`config.mk`:
```
export PLATFORM = sky130hd
export DESIGN_NAME = conv_window_gen_flat
export DESIGN_NICKNAME = d
export VERILOG_FILES = /design/src/rtl/conv_window_gen_if.sv /design/src/rtl/conv_window_gen.sv /design/src/flat_wrapper.sv
export SDC_FILE = /design/constraint.sdc
export NUM_CORES = 2
export LEC_CHECK = 0
export ABC_AREA = 1
export CAP_MARGIN = 40
export CORE_ASPECT_RATIO = 1.5
export CORE_MARGIN = 2
export CORE_UTILIZATION = 55
export DETAILED_ROUTE_END_ITERATION = 6
export DONT_BUFFER_PORTS = 1
export GPL_TIMING_DRIVEN = 0
export PLACE_DENSITY = 0.7
export SLEW_MARGIN = 20
export SYNTH_ARGS = -nofsm -noshare
export SYNTH_HDL_FRONTEND = slang
export SYNTH_SLANG_ARGS = --single-unit
```
`constraint.sdc`:
```
create_clock -name clk -period 25.7 [get_ports clk]
set_clock_uncertainty 0.1 [all_clocks]
set_input_delay 5.14 -clock clk [delete_from_list [all_inputs] [get_ports clk]]
set_output_delay 5.14 -clock clk [all_outputs]
set_load 0.005 [all_outputs]
```
`src/rtl/conv_window_gen_if.sv`:
```
// conv_window_gen_if: pixel-in / window-out bundle for the 3x3 window generator.
//   sof        : start-of-frame, qualified by pix_valid
//   pix_valid  : pixel strobe (no backpressure)
//   pix_in     : one pixel, channel 0 in the MSB slice
//   win_valid  : one-cycle pulse per emitted window
//   win_out    : packed 3x3xIN_CH window, channel 0 / tap 0 in the MSBs
//   row_out    : row of the window's bottom-right tap
//   col_out    : column of the window's bottom-right tap
//   frame_done : pulses with the last window of a frame
// master drives pixels (upstream), slave produces windows (the generator).
interface conv_window_gen_if #(
    parameter int DATA_W = 8,
    parameter int IN_CH  = 3,
    parameter int IMG_W  = 32,
    parameter int IMG_H  = 32
);
    logic                         sof;
    logic                         pix_valid;
    logic [IN_CH*DATA_W-1:0]      pix_in;
    logic                         win_valid;
    logic [IN_CH*DATA_W*9-1:0]    win_out;
    logic [$clog2(IMG_H)-1:0]     row_out;
    logic [$clog2(IMG_W)-1:0]     col_out;
    logic                         frame_done;
    modport master (
        output sof, pix_valid, pix_in,
        input  win_valid, win_out, row_out, col_out, frame_done
    );
    modport slave (
        input  sof, pix_valid, pix_in,
        output win_valid, win_out, row_out, col_out, frame_done
    );
endinterface

```
`src/rtl/conv_window_gen.sv`:
```
// conv_window_gen: streaming 3x3 "valid" convolution window generator, stride 1.
//   clk : rising-edge clock
//   rst : asynchronous active-high reset
//   bus : conv_window_gen_if slave; pixels in raster order, packed windows out
// Two line buffers per pixel (all channels side by side) hold rows r-1 and r-2;
// a 3x3 shift register per channel forms the window. Outputs are registered,
// one cycle after the accepting edge.
module conv_window_gen #(
    parameter int DATA_W = 8,
    parameter int IN_CH  = 3,
    parameter int IMG_W  = 32,
    parameter int IMG_H  = 32
) (
    input logic              clk,
    input logic              rst,
    conv_window_gen_if.slave bus
);
    localparam int PW = IN_CH * DATA_W;
    localparam int CW = $clog2(IMG_W);
    localparam int RW = $clog2(IMG_H);

    logic [PW-1:0]     lb0_q [IMG_W];
    logic [PW-1:0]     lb1_q [IMG_W];
    logic [DATA_W-1:0] sh_q [IN_CH][3][3];
    logic [DATA_W-1:0] sh_d [IN_CH][3][3];
    logic [CW-1:0]     col_q, col_d, cur_col;
    logic [RW-1:0]     row_q, row_d, cur_row;
    logic [PW-1:0]     top, mid;
    logic              sof_v, last_col, last_row;
    logic              win_valid_q, win_valid_d;
    logic              frame_done_q, frame_done_d;
    logic [RW-1:0]     row_out_q;
    logic [CW-1:0]     col_out_q;

    // sof restarts the frame at this very pixel, so it overrides the counters
    // combinationally; the column counter doubles as the line-buffer write pointer.
    always_comb begin
        sof_v        = bus.sof & bus.pix_valid;
        cur_col      = sof_v ? '0 : col_q;
        cur_row      = sof_v ? '0 : row_q;
        top          = lb0_q[cur_col];
        mid          = lb1_q[cur_col];
        last_col     = cur_col == CW'(IMG_W - 1);
        last_row     = cur_row == RW'(IMG_H - 1);
        col_d        = last_col ? '0 : cur_col + CW'(1);
        row_d        = last_col ? (last_row ? '0 : cur_row + RW'(1)) : cur_row;
        win_valid_d  = bus.pix_valid && cur_row >= RW'(2) && cur_col >= CW'(2);
        frame_done_d = win_valid_d && last_row && last_col;
    end

    // Window shifts left; the new right column is {row r-2, row r-1, row r}
    // taken from the line buffers before this pixel's write lands.
    always_comb begin
        for (int k = 0; k < IN_CH; k++) begin
            for (int i = 0; i < 3; i++) begin
                sh_d[k][i][0] = sh_q[k][i][1];
                sh_d[k][i][1] = sh_q[k][i][2];
            end
            sh_d[k][0][2] = top[(IN_CH-1-k)*DATA_W +: DATA_W];
            sh_d[k][1][2] = mid[(IN_CH-1-k)*DATA_W +: DATA_W];
            sh_d[k][2][2] = bus.pix_in[(IN_CH-1-k)*DATA_W +: DATA_W];
        end
    end

    // Line-buffer RAM: no reset, rows 0/1 of every frame rewrite it before use.
    always_ff @(posedge clk) begin
        if (bus.pix_valid) begin
            lb0_q[cur_col] <= mid;
            lb1_q[cur_col] <= bus.pix_in;
        end
    end

    always_ff @(posedge clk or posedge rst) begin
        if (rst) begin
            col_q        <= '0;
            row_q        <= '0;
            sh_q         <= '{default: '0};
            win_valid_q  <= 1'b0;
            frame_done_q <= 1'b0;
            row_out_q    <= '0;
            col_out_q    <= '0;
        end else begin
            win_valid_q  <= win_valid_d;
            frame_done_q <= frame_done_d;
            if (bus.pix_valid) begin
                col_q <= col_d;
                row_q <= row_d;
                sh_q  <= sh_d;
            end
            if (win_valid_d) begin
                row_out_q <= cur_row;
                col_out_q <= cur_col;
            end
        end
    end

    // The shift register is the output register: after an emitting edge it
    // holds exactly that window, and it only moves on accepted pixels, so
    // win_out holds through idle cycles.
    for (genvar k = 0; k < IN_CH; k++) begin : g_ch
        for (genvar t = 0; t < 9; t++) begin : g_tap
            assign bus.win_out[((IN_CH-1-k)*9 + 8 - t)*DATA_W +: DATA_W] = sh_q[k][t/3][t%3];
        end
    end

    assign bus.win_valid  = win_valid_q;
    assign bus.frame_done = frame_done_q;
    assign bus.row_out    = row_out_q;
    assign bus.col_out    = col_out_q;
endmodule

```
`src/flat_wrapper.sv`:
```
// flat-port wrapper written by rule: the top's interface ports become plain ports
module conv_window_gen_flat 
#(
    parameter int DATA_W = 8,
    parameter int IN_CH  = 3,
    parameter int IMG_W  = 32,
    parameter int IMG_H  = 32
)
  (clk, rst, bus_sof, bus_pix_valid, bus_pix_in, bus_win_valid, bus_win_out, bus_row_out, bus_col_out, bus_frame_done);
  conv_window_gen_if #(.DATA_W(DATA_W), .IN_CH(IN_CH), .IMG_W(IMG_W), .IMG_H(IMG_H)) bus_i ();
  input logic clk;
  input logic rst;
  input wire logic [$bits(bus_i.sof)-1:0] bus_sof;
  input wire logic [$bits(bus_i.pix_valid)-1:0] bus_pix_valid;
  input wire logic [$bits(bus_i.pix_in)-1:0] bus_pix_in;
  output wire logic [$bits(bus_i.win_valid)-1:0] bus_win_valid;
  output wire logic [$bits(bus_i.win_out)-1:0] bus_win_out;
  output wire logic [$bits(bus_i.row_out)-1:0] bus_row_out;
  output wire logic [$bits(bus_i.col_out)-1:0] bus_col_out;
  output wire logic [$bits(bus_i.frame_done)-1:0] bus_frame_done;
  assign bus_i.sof = bus_sof;
  assign bus_i.pix_valid = bus_pix_valid;
  assign bus_i.pix_in = bus_pix_in;
  assign bus_win_valid = bus_i.win_valid;
  assign bus_win_out = bus_i.win_out;
  assign bus_row_out = bus_i.row_out;
  assign bus_col_out = bus_i.col_out;
  assign bus_frame_done = bus_i.frame_done;
  conv_window_gen #(.DATA_W(DATA_W), .IN_CH(IN_CH), .IMG_W(IMG_W), .IMG_H(IMG_H)) u_core (.clk(clk), .rst(rst), .bus(bus_i));
endmodule
```
==> out/metrics.csv <==
stage,metric,value,unit
sta,fmax,116.6,MHz
run_status,status,"finished, final reports clean",
sta,Final Hold Vio Count,0,
final_layout,layout filler cell count,9902,
logic_synthesis,Syn Std Cell Area,72960,um2
detailed_routing,DR DRC count,0,
clock_tree,CTS hold repair buffers,0,
logic_synthesis,Synth Warn #,0,
sta,summed negative setup slack over all endpoints,0,ns
power_and_ir_drop,"IR drop worst, VDD",0.08844,mV
clock_tree,total clock buffers created by CTS,161,
logic_synthesis,"synthesized-area fraction occupied by ao, oa, aoi and oai cells",5.460,%
sta,setup repair after global routing missed its margin,no,
clock_tree,number of H-tree levels,4,
logic_synthesis,"post-synthesis share of cell area spent on and, or, nand and nor gates",17.60,%
detailed_routing,sum of routed wire length over all layers,251.5,mm
power_and_ir_drop,static leakage power,33.52,nW
final_layout,final core utilization,63.37,%
place,number of port buffers,0,
worst_setup_path,setup slack on the worst flop-to-flop path,21.26,ns
detailed_routing,Routed wire per std cell,28.31,um
clock_tree,post-cts resize count,0,
place,HPWL after DPL,176.6,mm
worst_setup_path,startpoint type of the worst setup path,input port,
final_layout,total area of multi-input combinational cells,17220,um2
sta,final clock period utilization by the worst path,33.36,%
power_and_ir_drop,power density relative to cell area,90.52,nW/um2
detailed_routing,number of nets with antenna violations after detailed routing,0,
worst_setup_path,Worst Setup End Kind,flip-flop,
floorplanning,Die Footprint,135700,um2
floorplanning,Rows,163,
final_layout,fin nets,7060,
worst_hold_path,worst hold path endpoint,u_core.bus.win_out[89]$_DFFE_PP0P_,
floorplanning,Die Height,450.1,um
clock_tree,worst skew pair latency,0.81,ns
sta,final critical-path setup slack,17.13,ns
sta,Relative slew margins,35.93,%
worst_setup_path,terminus of the critical flop-to-flop path,u_core.lb1_q[6][8]$_DFFE_PP_,
detailed_routing,mean number of vias per cell,5.842,
worst_setup_path,worst-path cell chain,nand2_2 > nand2_2 > inv_2 > buf_2 > clkbuf_1 > buf_6 > ha_1 > nand2_1 > nor2_4 > buf_16 > buf_16 > buf_16,
detailed_routing,TritonRoute pass-1 iters,6,
floorplanning,die width,301.4,um
final_layout,share of final-layout standard cells stronger than drive strength 1,8.535,%
worst_setup_path,data arrival time at the worst-slack endpoint,8.98,ns
logic_synthesis,sequential element share of the synthesized area,71.38,%
logic_synthesis,Post-Synth XOR/XNOR Area,0,%
clock_tree,CTS sink cnt,1774,
logic_synthesis,post-synth net total,6767,
worst_setup_path,maximum net fanout on the critical path,14,
logic_synthesis,dominant combinational cell family by area after synthesis,simple AND/OR/NAND/NOR gates,
final_layout,total area of sequential cells,52080,um2
worst_setup_path,worst r2r path cells,11,
global_routing,Congestion Overflow GR,0,
logic_synthesis,ranking of synthesized cells by area,"sky130_fd_sc_hd__edfxtp_1 63%, sky130_fd_sc_hd__nand2_1 9.6%, sky130_fd_sc_hd__dfrtp_1 8.2%",
worst_setup_path,Worst EP required,26.10,ns
worst_setup_path,type of the setup path with the least slack,in -> reg,
logic_synthesis,gate count after technology mapping,6733,
worst_hold_path,class of the most critical hold timing path,reg -> reg,
sta,final max-slew violation count,0,
logic_synthesis,count of cell types in the netlist,30,
floorplanning,floorplan core area,131500,um2
worst_setup_path,startpoint of the most critical register-to-register path,u_core.col_q[1]$_DFFE_PP0P_,
global_routing,first-pass GRT wire length,351.6,mm
worst_setup_path,largest stage delay on the critical path,0.74,ns
logic_synthesis,adder and majority cell fraction of the synthesized area,0.1029,%
clock_tree,clock slew seen by the registers of the worst setup and hold paths,0.06,ns
clock_tree,Max Root-Sink Buffers,3,
detailed_routing,total via count in the routed design,51890,
clock_tree,root buffer cell,sky130_fd_sc_hd__clkbuf_16,
worst_hold_path,number of cells on the worst hold path,2,
place,final estimated routing congestion in global placement,1.019,
detailed_routing,violation count after the first detailed-routing iteration,6892,
sta,final-report setup violation count,0,
global_routing,via count of the first global-routing pass,50130,
global_routing,number of antenna violations at the first check in global routing,18,
worst_hold_path,min-delay src,u_core.bus.win_out[89]$_DFFE_PP0P_,
floorplanning,Initial Utilization,55.47,%
logic_synthesis,Synth area leader,sky130_fd_sc_hd__edfxtp_1,
logic_synthesis,portion of netlist area occupied by mux cells,0.01543,%
logic_synthesis,synthesized area divided by synthesized cell count,10.84,um2
global_routing,pin count of the biggest net entering global routing,102,
place,minimum setup slack after placement,16.45,ns
sta,post-layout min period,8.575,ns
flow_run,max cap viols,0,
worst_setup_path,most frequent cell on the critical path,sky130_fd_sc_hd__buf_16,
sta,slew at the pin with the worst max-slew slack,0.9610,ns
floorplanning,I/O pins,256,
clock_tree,post-CTS setup buffers,0,
logic_synthesis,synthesis-stage register bit count,1774,
clock_tree,CTS tree,done,
final_layout,synthesis-to-finish area growth,14.25,%
global_routing,GRT Overall Usage,37.10,%
power_and_ir_drop,power after layout,0.007546,W
worst_setup_path,Crit-path slowest cell,sky130_fd_sc_hd__nor2_4,
logic_synthesis,proportion of netlist area held by the largest area contributor,63.22,%
## per-layer routing
layer / track usage, % / wire (um) / up-vias
li1: - / - / 22800
met1: 40.41 / 78600 / 24810
met2: 60.06 / 119100 / 3417
met5: 0 / 164 / -
met4: 31.30 / 25440 / 22
met3: 10.01 / 28200 / 853
## worst max-delay path: cells and delay by family
| kind | cells | cell delay [ns] |
|---|---|---|
| buffers and inverters | 7 | 1.87 |
| and+or+nand+nor | 4 | 1.67 |
| adders and majority gates | 1 | 0.23 |
## state kept, by name (all words and copies together) (netlist names)
signal,cells
u_core.lb0_q,768
u_core.lb1_q,768
u_core.bus.win_out,216
u_core.bus.col_out,5
u_core.bus.row_out,5
u_core.col_q,5
u_core.row_q,5
u_core.bus.frame_done,1
u_core.bus.win_valid,1
## cell type report
| cell class | count | area share, % |
|---|---|---|
| antenna | 4 | 0.01201 |
| clock buffer | 208 | 5.414 |
| timing repair buffer | 130 | 3.289 |
| inverter | 625 | 2.823 |
| sequential | 1774 | 62.47 |
| buffer | 363 | 1.951 |
| multi-input combinational | 3971 | 20.65 |
| tap | 1732 | 2.600 |
| clock inverter | 76 | 0.7865 |
## worst max path at each step
stage,end,from,depth (start not counted),slack (ns)
2_1_floorplan,u_core.bus.col_out[0]$_DFFE_PP0P_,rst,1,13.93
3_3_place_gp,u_core.bus.win_out[144]$_DFFE_PP0P_,rst,1,11.85
3_5_place_dp,u_core.lb1_q[11][11]$_DFFE_PP_,bus_sof,12,16.45
4_1_cts,u_core.lb1_q[11][9]$_DFFE_PP_,bus_sof,12,17.29
5_1_grt,u_core.lb1_q[6][16]$_DFFE_PP_,bus_sof,12,17.09
6_report,u_core.lb1_q[6][8]$_DFFE_PP_,bus_sof,12,17.13
## cell families after synthesis
logic type / count (synthesis)
compound gates: 792
flops: 1774
buf+inv: 988
simple gates: 3172
mux: 1
fa+ha+maj: 6
## synthesized netlist by cell type
cell type	count
sky130_fd_sc_hd__o21ai_2	1
sky130_fd_sc_hd__nand2_2	4
sky130_fd_sc_hd__nand3_1	221
sky130_fd_sc_hd__o211ai_1	2
sky130_fd_sc_hd__nand3b_1	154
sky130_fd_sc_hd__a31oi_1	1
sky130_fd_sc_hd__o21ai_1	137
sky130_fd_sc_hd__clkinv_1	1
sky130_fd_sc_hd__nand4_1	1
sky130_fd_sc_hd__inv_2	4
sky130_fd_sc_hd__inv_1	620
sky130_fd_sc_hd__buf_1	48
sky130_fd_sc_hd__buf_6	4
sky130_fd_sc_hd__a32o_1	1
sky130_fd_sc_hd__o21ai_0	645
sky130_fd_sc_hd__o22ai_1	1
sky130_fd_sc_hd__buf_2	132
sky130_fd_sc_hd__nor3_1	1
sky130_fd_sc_hd__nor2_1	889
sky130_fd_sc_hd__clkbuf_1	161
sky130_fd_sc_hd__ha_1	6
sky130_fd_sc_hd__mux2_2	1
sky130_fd_sc_hd__or2_2	26
sky130_fd_sc_hd__edfxtp_1	1536
sky130_fd_sc_hd__nand2_1	1875
sky130_fd_sc_hd__dfrtp_1	238
sky130_fd_sc_hd__buf_4	18
sky130_fd_sc_hd__o32ai_1	1
sky130_fd_sc_hd__a21oi_1	3
sky130_fd_sc_hd__nor2_2	1
## metrics by stage
| step | cells | area [um2] | hold slack, ns |
|---|---|---|---|
| 5_1_grt | 8880 | 83350 | 0.4320 |
| 3_3_place_gp | 8465 | 75130 | 0.3919 |
| 4_1_cts | 8864 | 83150 | 0.4143 |
| 3_5_place_dp | 8580 | 77980 | 0.3994 |
| 2_1_floorplan | 6733 | 72960 | 0.3763 |
| 6_report | 8883 | 83360 | 0.4085 |
## layout by cell type, fill, tap and decap left out, drive strengths merged
master | synthesis | layout
nand2 | 1879 | 1879
edfxtp | 1536 | 1536
nor2 | 890 | 890
o21ai | 783 | 783
inv | 624 | 629
clkbuf | 161 | 369
buf | 202 | 332
dfrtp | 238 | 238
nand3 | 221 | 221
nand3b | 154 | 154
clkinv | 1 | 56
or2 | 26 | 26
bufinv | 0 | 10
ha | 6 | 6
clkinvlp | 0 | 6
diode | 0 | 4
a21oi | 3 | 3
o211ai | 2 | 2
o22ai | 1 | 1
nor3 | 1 | 1
a31oi | 1 | 1
o32ai | 1 | 1
mux2 | 1 | 1
a32o | 1 | 1
nand4 | 1 | 1
## power by group
part / total (W) / switching [W] / leakage [nW] / internal, W
clock network: 0.00241 / 0.00107 / 2.53 / 0.00134
registers: 0.00361 / 0.000125 / 16.8 / 0.00348
logic: 0.00153 / 0.00115 / 14.2 / 0.000379
total: 0.00755 / 0.00234 / 33.5 / 0.00520
Note: power is estimated with default switching activity, not from simulation.
